## config.mk

```make
export PLATFORM = sky130hd
export DESIGN_NAME = reg_file_wb
export DESIGN_NICKNAME = d
export VERILOG_FILES = /design/src/rtl/cpu_pkg.sv /design/src/rtl/reg_pend_tracker.sv /design/src/rtl/reg_file_wb.sv
export SDC_FILE = /design/constraint.sdc
export NUM_CORES = 1
export LEC_CHECK = 0
export BUFFER_PORTS_ARGS = -buffer_cell sky130_fd_sc_hd__clkbuf_2
export CORE_ASPECT_RATIO = 1.2
export CORE_UTILIZATION = 55
export DETAILED_ROUTE_END_ITERATION = 7
export GPL_TIMING_DRIVEN = 1
export PLACE_DENSITY_LB_ADDON = 0.1
export RECOVER_POWER = 100
export SLEW_MARGIN = 20
export SYNTH_ARGS = -nofsm -noshare
export SYNTH_HDL_FRONTEND = slang
export SYNTH_SLANG_ARGS = --single-unit
```

## constraint.sdc

```tcl
create_clock -name clk -period 30.8 [get_ports clk]
set_clock_uncertainty 0.05 [all_clocks]
set_input_delay 6.16 -clock clk [delete_from_list [all_inputs] [get_ports clk]]
set_output_delay 6.16 -clock clk [all_outputs]
set_load 0.05 [all_outputs]
```

## src/rtl/cpu_pkg.sv

```systemverilog
// rtl/cpu_pkg.sv - shared register-file constants and types
package cpu_pkg;

  localparam int DATA_W   = 16;
  localparam int ADDR_W   = 4;
  localparam int NUM_REGS = 2 ** ADDR_W;

  typedef logic [ADDR_W-1:0] reg_addr_t;
  typedef logic [DATA_W-1:0] word_t;

  localparam reg_addr_t AUX_REG = reg_addr_t'(15);

endpackage

```

## src/rtl/reg_pend_tracker.sv

```systemverilog
// rtl/reg_pend_tracker.sv - per-register pending-write scoreboard with two lookup ports
module reg_pend_tracker
  import cpu_pkg::*;
(
  input  logic      clk,
  input  logic      rst,
  input  logic      clr_en,
  input  reg_addr_t clr_addr,
  input  logic      aux_clr_en,
  input  logic      set_en,
  input  reg_addr_t set_addr,
  input  reg_addr_t look_a,
  input  reg_addr_t look_b,
  output logic      hit_a,
  output logic      hit_b
);

  logic [NUM_REGS-1:0] pend;
  logic [NUM_REGS-1:0] pend_next;

  // Clears from both writeback ports first, then the issue-time set so set wins.
  always_comb begin
    pend_next = pend;
    if (clr_en)     pend_next[clr_addr] = 1'b0;
    if (aux_clr_en) pend_next[AUX_REG]  = 1'b0;
    if (set_en)     pend_next[set_addr] = 1'b1;
  end

  // Scoreboard register.
  always_ff @(posedge clk or posedge rst) begin
    if (rst) pend <= '0;
    else     pend <= pend_next;
  end

  assign hit_a = pend[look_a];
  assign hit_b = pend[look_b];

endmodule

```

## src/rtl/reg_file_wb.sv

```systemverilog
// rtl/reg_file_wb.sv - 16x16 GPR file with aux R15 port, write-through bypass and pending flags
module reg_file_wb
  import cpu_pkg::*;
(
  input  logic              clk,
  input  logic              rst,
  input  logic              wr_en,
  input  logic [ADDR_W-1:0] wr_addr,
  input  logic [DATA_W-1:0] wr_data,
  input  logic              aux_wr_en,
  input  logic [DATA_W-1:0] aux_wr_data,
  input  logic              set_pend,
  input  logic [ADDR_W-1:0] set_addr,
  input  logic [ADDR_W-1:0] rd_addr_a,
  input  logic [ADDR_W-1:0] rd_addr_b,
  output logic [DATA_W-1:0] rd_data_a,
  output logic [DATA_W-1:0] rd_data_b,
  output logic              pend_a,
  output logic              pend_b
);

  word_t regs [NUM_REGS];

  // Primary port owns R15 when both ports target it on the same edge.
  logic aux_commit;
  assign aux_commit = aux_wr_en && !(wr_en && (wr_addr == AUX_REG));

  // Storage array: both writeback ports.
  always_ff @(posedge clk or posedge rst) begin
    if (rst) begin
      for (int i = 0; i < NUM_REGS; i++) regs[i] <= '0;
    end else begin
      if (wr_en)      regs[wr_addr] <= wr_data;
      if (aux_commit) regs[AUX_REG] <= aux_wr_data;
    end
  end

  logic hit_a, hit_b;

  reg_pend_tracker u_pend (
    .clk        (clk),
    .rst        (rst),
    .clr_en     (wr_en),
    .clr_addr   (wr_addr),
    .aux_clr_en (aux_wr_en),
    .set_en     (set_pend),
    .set_addr   (set_addr),
    .look_a     (rd_addr_a),
    .look_b     (rd_addr_b),
    .hit_a      (hit_a),
    .hit_b      (hit_b)
  );

  logic byp_wr_a, byp_wr_b, byp_aux_a, byp_aux_b;
  assign byp_wr_a  = wr_en && (wr_addr == rd_addr_a);
  assign byp_wr_b  = wr_en && (wr_addr == rd_addr_b);
  assign byp_aux_a = aux_wr_en && (rd_addr_a == AUX_REG);
  assign byp_aux_b = aux_wr_en && (rd_addr_b == AUX_REG);

  // Read muxes: primary bypass, then aux bypass, then storage; forced to 0 under reset
  // so a write held during reset never leaks through the bypass.
  always_comb begin
    rd_data_a = regs[rd_addr_a];
    rd_data_b = regs[rd_addr_b];
    pend_a    = hit_a && !(byp_wr_a || byp_aux_a);
    pend_b    = hit_b && !(byp_wr_b || byp_aux_b);
    if (byp_wr_a)       rd_data_a = wr_data;
    else if (byp_aux_a) rd_data_a = aux_wr_data;
    if (byp_wr_b)       rd_data_b = wr_data;
    else if (byp_aux_b) rd_data_b = aux_wr_data;
    if (rst) begin
      rd_data_a = '0;
      rd_data_b = '0;
      pend_a    = 1'b0;
      pend_b    = 1'b0;
    end
  end

endmodule

```

Yosys cells after proc, flatten, opt, wreduce, memory -nomap -nowiden
Cells that the tools add are included.
- register bits: 272
- bits of input ports: 53
- output and inout bits: 34
- magnitude comparators: 10
- eq/ne operators: 5
- mux-type cells: 30
- bitwise logic cells: 6
- reductions and logical operators: 17
- operator list (kind ; number):
    bitwise mux 256 bit ; 1
    2-to-1 mux 16 bit ; 15
    binary-select mux 16 bit (select 4 bit) ; 2
    demux 16 bit (select 4 bit) ; 1
    < comparator 4 x 5 -> 1 bit, second input constant ; 4
    bitwise AND 16 bit ; 1
    NOT 16 bit ; 1
    OR 16 bit ; 1
    greater-or-equal comparator 5 bit, second input constant ; 3
    NOT 4 -> 5 bit ; 3
    equality test 4 bit, second input constant ; 3
    logical AND 1 bit ; 11
    binary-select mux 1 bit (select 4 bit) ; 2
    demux 1 bit (select 4 bit) ; 2
    equality test 4 bit ; 2
    greater-or-equal comparator 4 x 1 -> 1 bit, second input constant ; 2
    2-to-1 mux 1 bit ; 7
    < comparator 5 x 1 -> 1 bit, second input constant ; 1
    zero test 1 bit ; 3
    logical OR 1 bit ; 2
    nonzero test 2 bit ; 1

Logic depth before layout (Yosys ltp)
- word-level depth: 10
- gate-level depth with buffers: 9
- mapped depth without buffers: 5

Modules after synthesis
A second synthesis with hierarchy kept.
- cell total of the unflattened synthesis: 1305
- area, all modules: 15472.3 um^2
- by module, submodules not included (module ; times used ; cells each ; area an instance (um^2) ; sequential area each (um^2)):
    reg_file_wb ; 1 ; 1221 ; 14500.2 ; 6406.1
    reg_pend_tracker ; 1 ; 84 ; 972.2 ; 400.4

Worst setup path before layout
OpenSTA, ideal clock, no wires.
- path type: input to output
- start point: input port rst
- end point: output port rd_data_a[10]
- arrival time: 13.393 ns
- slack: 11.197 ns
- stages on the path: 6
- path buffers: 2
- path through: inv_1 -> and3_1 -> clkbuf_2 -> buf_2 -> nand2_1 -> o21ai_0
- cells in the longest elaborated chain, start to end: 1
- RTL lines (item ; RTL line ; RTL):
    start, declared ; reg_file_wb.sv:6 ; input logic rst,
    2-to-1 mux 16 bit ; reg_file_wb.sv:71 ; if (rst) begin
    end, declared ; reg_file_wb.sv:16 ; output logic [DATA_W-1:0] rd_data_a,
No other way between the ends.

Worst setup path after layout
- start point: input port rst
- end point: output port rd_data_a[6]
The elaborated chain is that of the path after synthesis.

==> impl_metrics.json <==
{
  "synth_edf_count": 0,
  "worstSetupStartpointType": "input pin",
  "dr.pass1.iters": 5,
  "worstHoldPathType": "flip-flop to flip-flop",
  "ir_drop_mv": 0.0376,
  "syn_inst": 1237,
  "place.gp.congestion": 0.830,
  "die_h_um": 187,
  "p_comb_frac": 0.237,
  "r2r_slack_ns": 29.93,
  "power_density_nw_per_um2": 66.6,
  "num_rows": 67,
  "start_util": 0.560,
  "dp_hpwl_um": 29300,
  "nets": 1311,
  "portBuffers": 86,
  "yosysUniqueCellTypes": 46,
  "core_area_um2": 27900,
  "dp.cells": 1605,
  "grt_start_max_net_pins": 157,
  "cts_inserted_buffers": 30,
  "hold_path_end": "u_pend.pend[1]",
  "min_period_over_period": 0.643,
  "hold_viol_final": 0,
  "worstMarginPinSlew_ns": 8.27,
  "ys_warn_count": 0,
  "final_core_util": 0.610,
  "routedWlPerCell_um": 28.3,
  "power_mw": 1.13,
  "synth-main-ff-cell": "dfrtp_1",
  "overflow": 0,
  "synth_area_um2": 15600,
  "async_flop_share": 1.00,
  "r2r-start": "regs[230]",
  "worst_ep_required_time_ns": 24.59,
  "yosys.area.top_type_share": 0.435,
  "die_area_um2": 29100,
  "slew_violations": 439,
  "insertion_delay_ns": 0.56,
  "cts.root.buffer_cell": "clkbuf_16",
  "route.met2.wl_um": 22200,
  "grt_pass1_vias": 11500,
  "area_delta_synth_final_pct": 8.85,
  "drive_above_1_share": 0.344,
  "synth.avg_cell_area_um2": 12.6,
  "period_minus_slack_ns": 19.81,
  "p_leak_nw": 7.25,
  "cts.sinks": 272,
  "syn-num-nets": 1290,
  "drtAntennaViolNets": 0,
  "p_clk_frac": 0.323,
  "setup_violations": 0,
  "rsz0062_at_grt": "no",
  "r2r_cells": 1,
  "worstPathMaxFanout": 119,
  "grt_pass1_wl_um": 72200,
  "met3WireLength_um": 3610,
  "min_from": "u_pend.pend[1]",
  "cap_viol_max_count": 9,
  "drc_errors": 0,
  "crit_type": "input pin to output port",
  "top_layer_used": "met4",
  "drt_iter0_drc": 907,
  "cts-htree-levels": 1,
  "grt_usage": 0.332,
  "violations": "capacitance limit, slew limit",
  "yosysMostFrequentCell": "dfrtp_1",
  "synth_area_leaders": "dfrtp_1 (44%), mux2_2 (18%), mux2i_1 (9.1%)",
  "power.share.sequential": 0.440,
  "cts_hold_buf": 0,
  "pin_count": 87,
  "internal_power_mw": 0.795,
  "antenna_found_initial": 1,
  "synth_top_area_cell": "dfrtp_1",
  "die-width_um": 156,
  "synth_seq_cells": 272,
  "avgViaCountPerCell": 6.77,
  "crit_arrival_ns": 13.60,
  "fin_setup_tns_ns": 0,
  "met1_length_um": 19600,
  "switching_share": 0.299,
  "p_switching_mw": 0.339,
  "totalWireLength_um": 47000,
  "r2r-end": "regs[230]",
  "maxSlewHeadroom": -4.51,
  "status": "finished with violations",
  "cts_setup_buffers": 0,
  "synth_common_cells": "dfrtp_1 (272), mux2_2 (250), mux2i_1 (142), o21ai_0 (82), mux4_2 (56)",
  "worst_setup_path_end_kind": "output port",
  "fmax_ghz": 0.0505,
  "cts.path.max_buffers": 3,
  "ys_seq_area_frac": 0.435,
  "tritoncts": "done",
  "cts_resized": 0,
  "finalNonFillerCells": 1661,
  "cts.clk_slew.worst_paths_ns": 0.06,
  "dr_total_vias": 11200,
  "whs_path_depth": 2
}
[how the worst max path moves through the flow]
stage,startpoint,endpoint
global placement,rd_addr_b[1],rd_data_b[2]
CTS,rd_addr_b[1],rd_data_b[2]
detailed placement,rd_addr_b[1],rd_data_b[2]
global route,rst,rd_data_a[6]
floorplan,rst,rd_data_a[10]
finish,rst,rd_data_a[6]
[layer usage]
metal | track usage | vias up
met5 | 0 | -
met4 | 0.120 | 0
met3 | 0.0690 | 123
met2 | 0.525 | 487
met1 | 0.453 | 5852
li1 | - | 4776
[metrics by stage]
stage	hold slack (ns)	area [µm²]	worst slack (ns)
floorplan	0.407	15600	11.20
global placement	0.425	16100	15.19
detailed placement	0.435	16100	15.13
CTS	0.447	17200	15.14
global route	0.488	17000	9.76
finish	0.445	17000	10.99
[area by class of cell]
class | count | area [µm²]
Multi-Input combinational cell | 831 | 8150
Timing Repair Buffer | 112 | 537
Clock buffer | 47 | 946
Fill cell | 2276 | 10900
Sequential cell | 272 | 6810
Tap cell | 379 | 474
Inverter | 11 | 42.5
Antenna cell | 1 | 2.50
Clock inverter | 8 | 65.1
[power by group through the flow]
stage                     clock [mW]  sequential (mW)  combinational, mW
after global placement             0            0.498              0.263
after global routing           0.386            0.509              0.289
final                          0.367            0.499              0.268
after detailed placement           0            0.502              0.268
after floorplan                    0            0.483              0.215
after CTS                      0.370            0.496              0.269
[cell families (layout without fill, tap and decap cells)]
family	count (synthesis)	count (layout)	share of synthesized area
buffers and inverters	134	178	0.0448
multiplexers	460	460	0.370
AND/OR/NAND/NOR	124	124	0.0387
AO/OA/AOI/OAI	239	239	0.107
flip-flops	272	272	0.435
other	0	1	0
XOR/XNOR	8	8	0.00448
[cells in the final DEF (no fill, tap or decap), drive strengths merged, types with 25 or more instances in the layout]
master,n
a21oi,25
a221oi,32
clkbuf,143
dfrtp,272
mux2,252
mux2i,142
mux4,66
nand2,51
nor2,25
o21ai,82
[critical path: stages]
cell and delay, ns:
clkbuf_1 0.31, clkinvlp_2 4.01, and3_1 2.19, a22o_1 0.46, clkbuf_1 0.32
[state kept, by name (all words and copies together), names as in the netlist]
name,cells
regs,256
u_pend.pend,16
No activity file was read; power rests on OpenSTA's default activity.
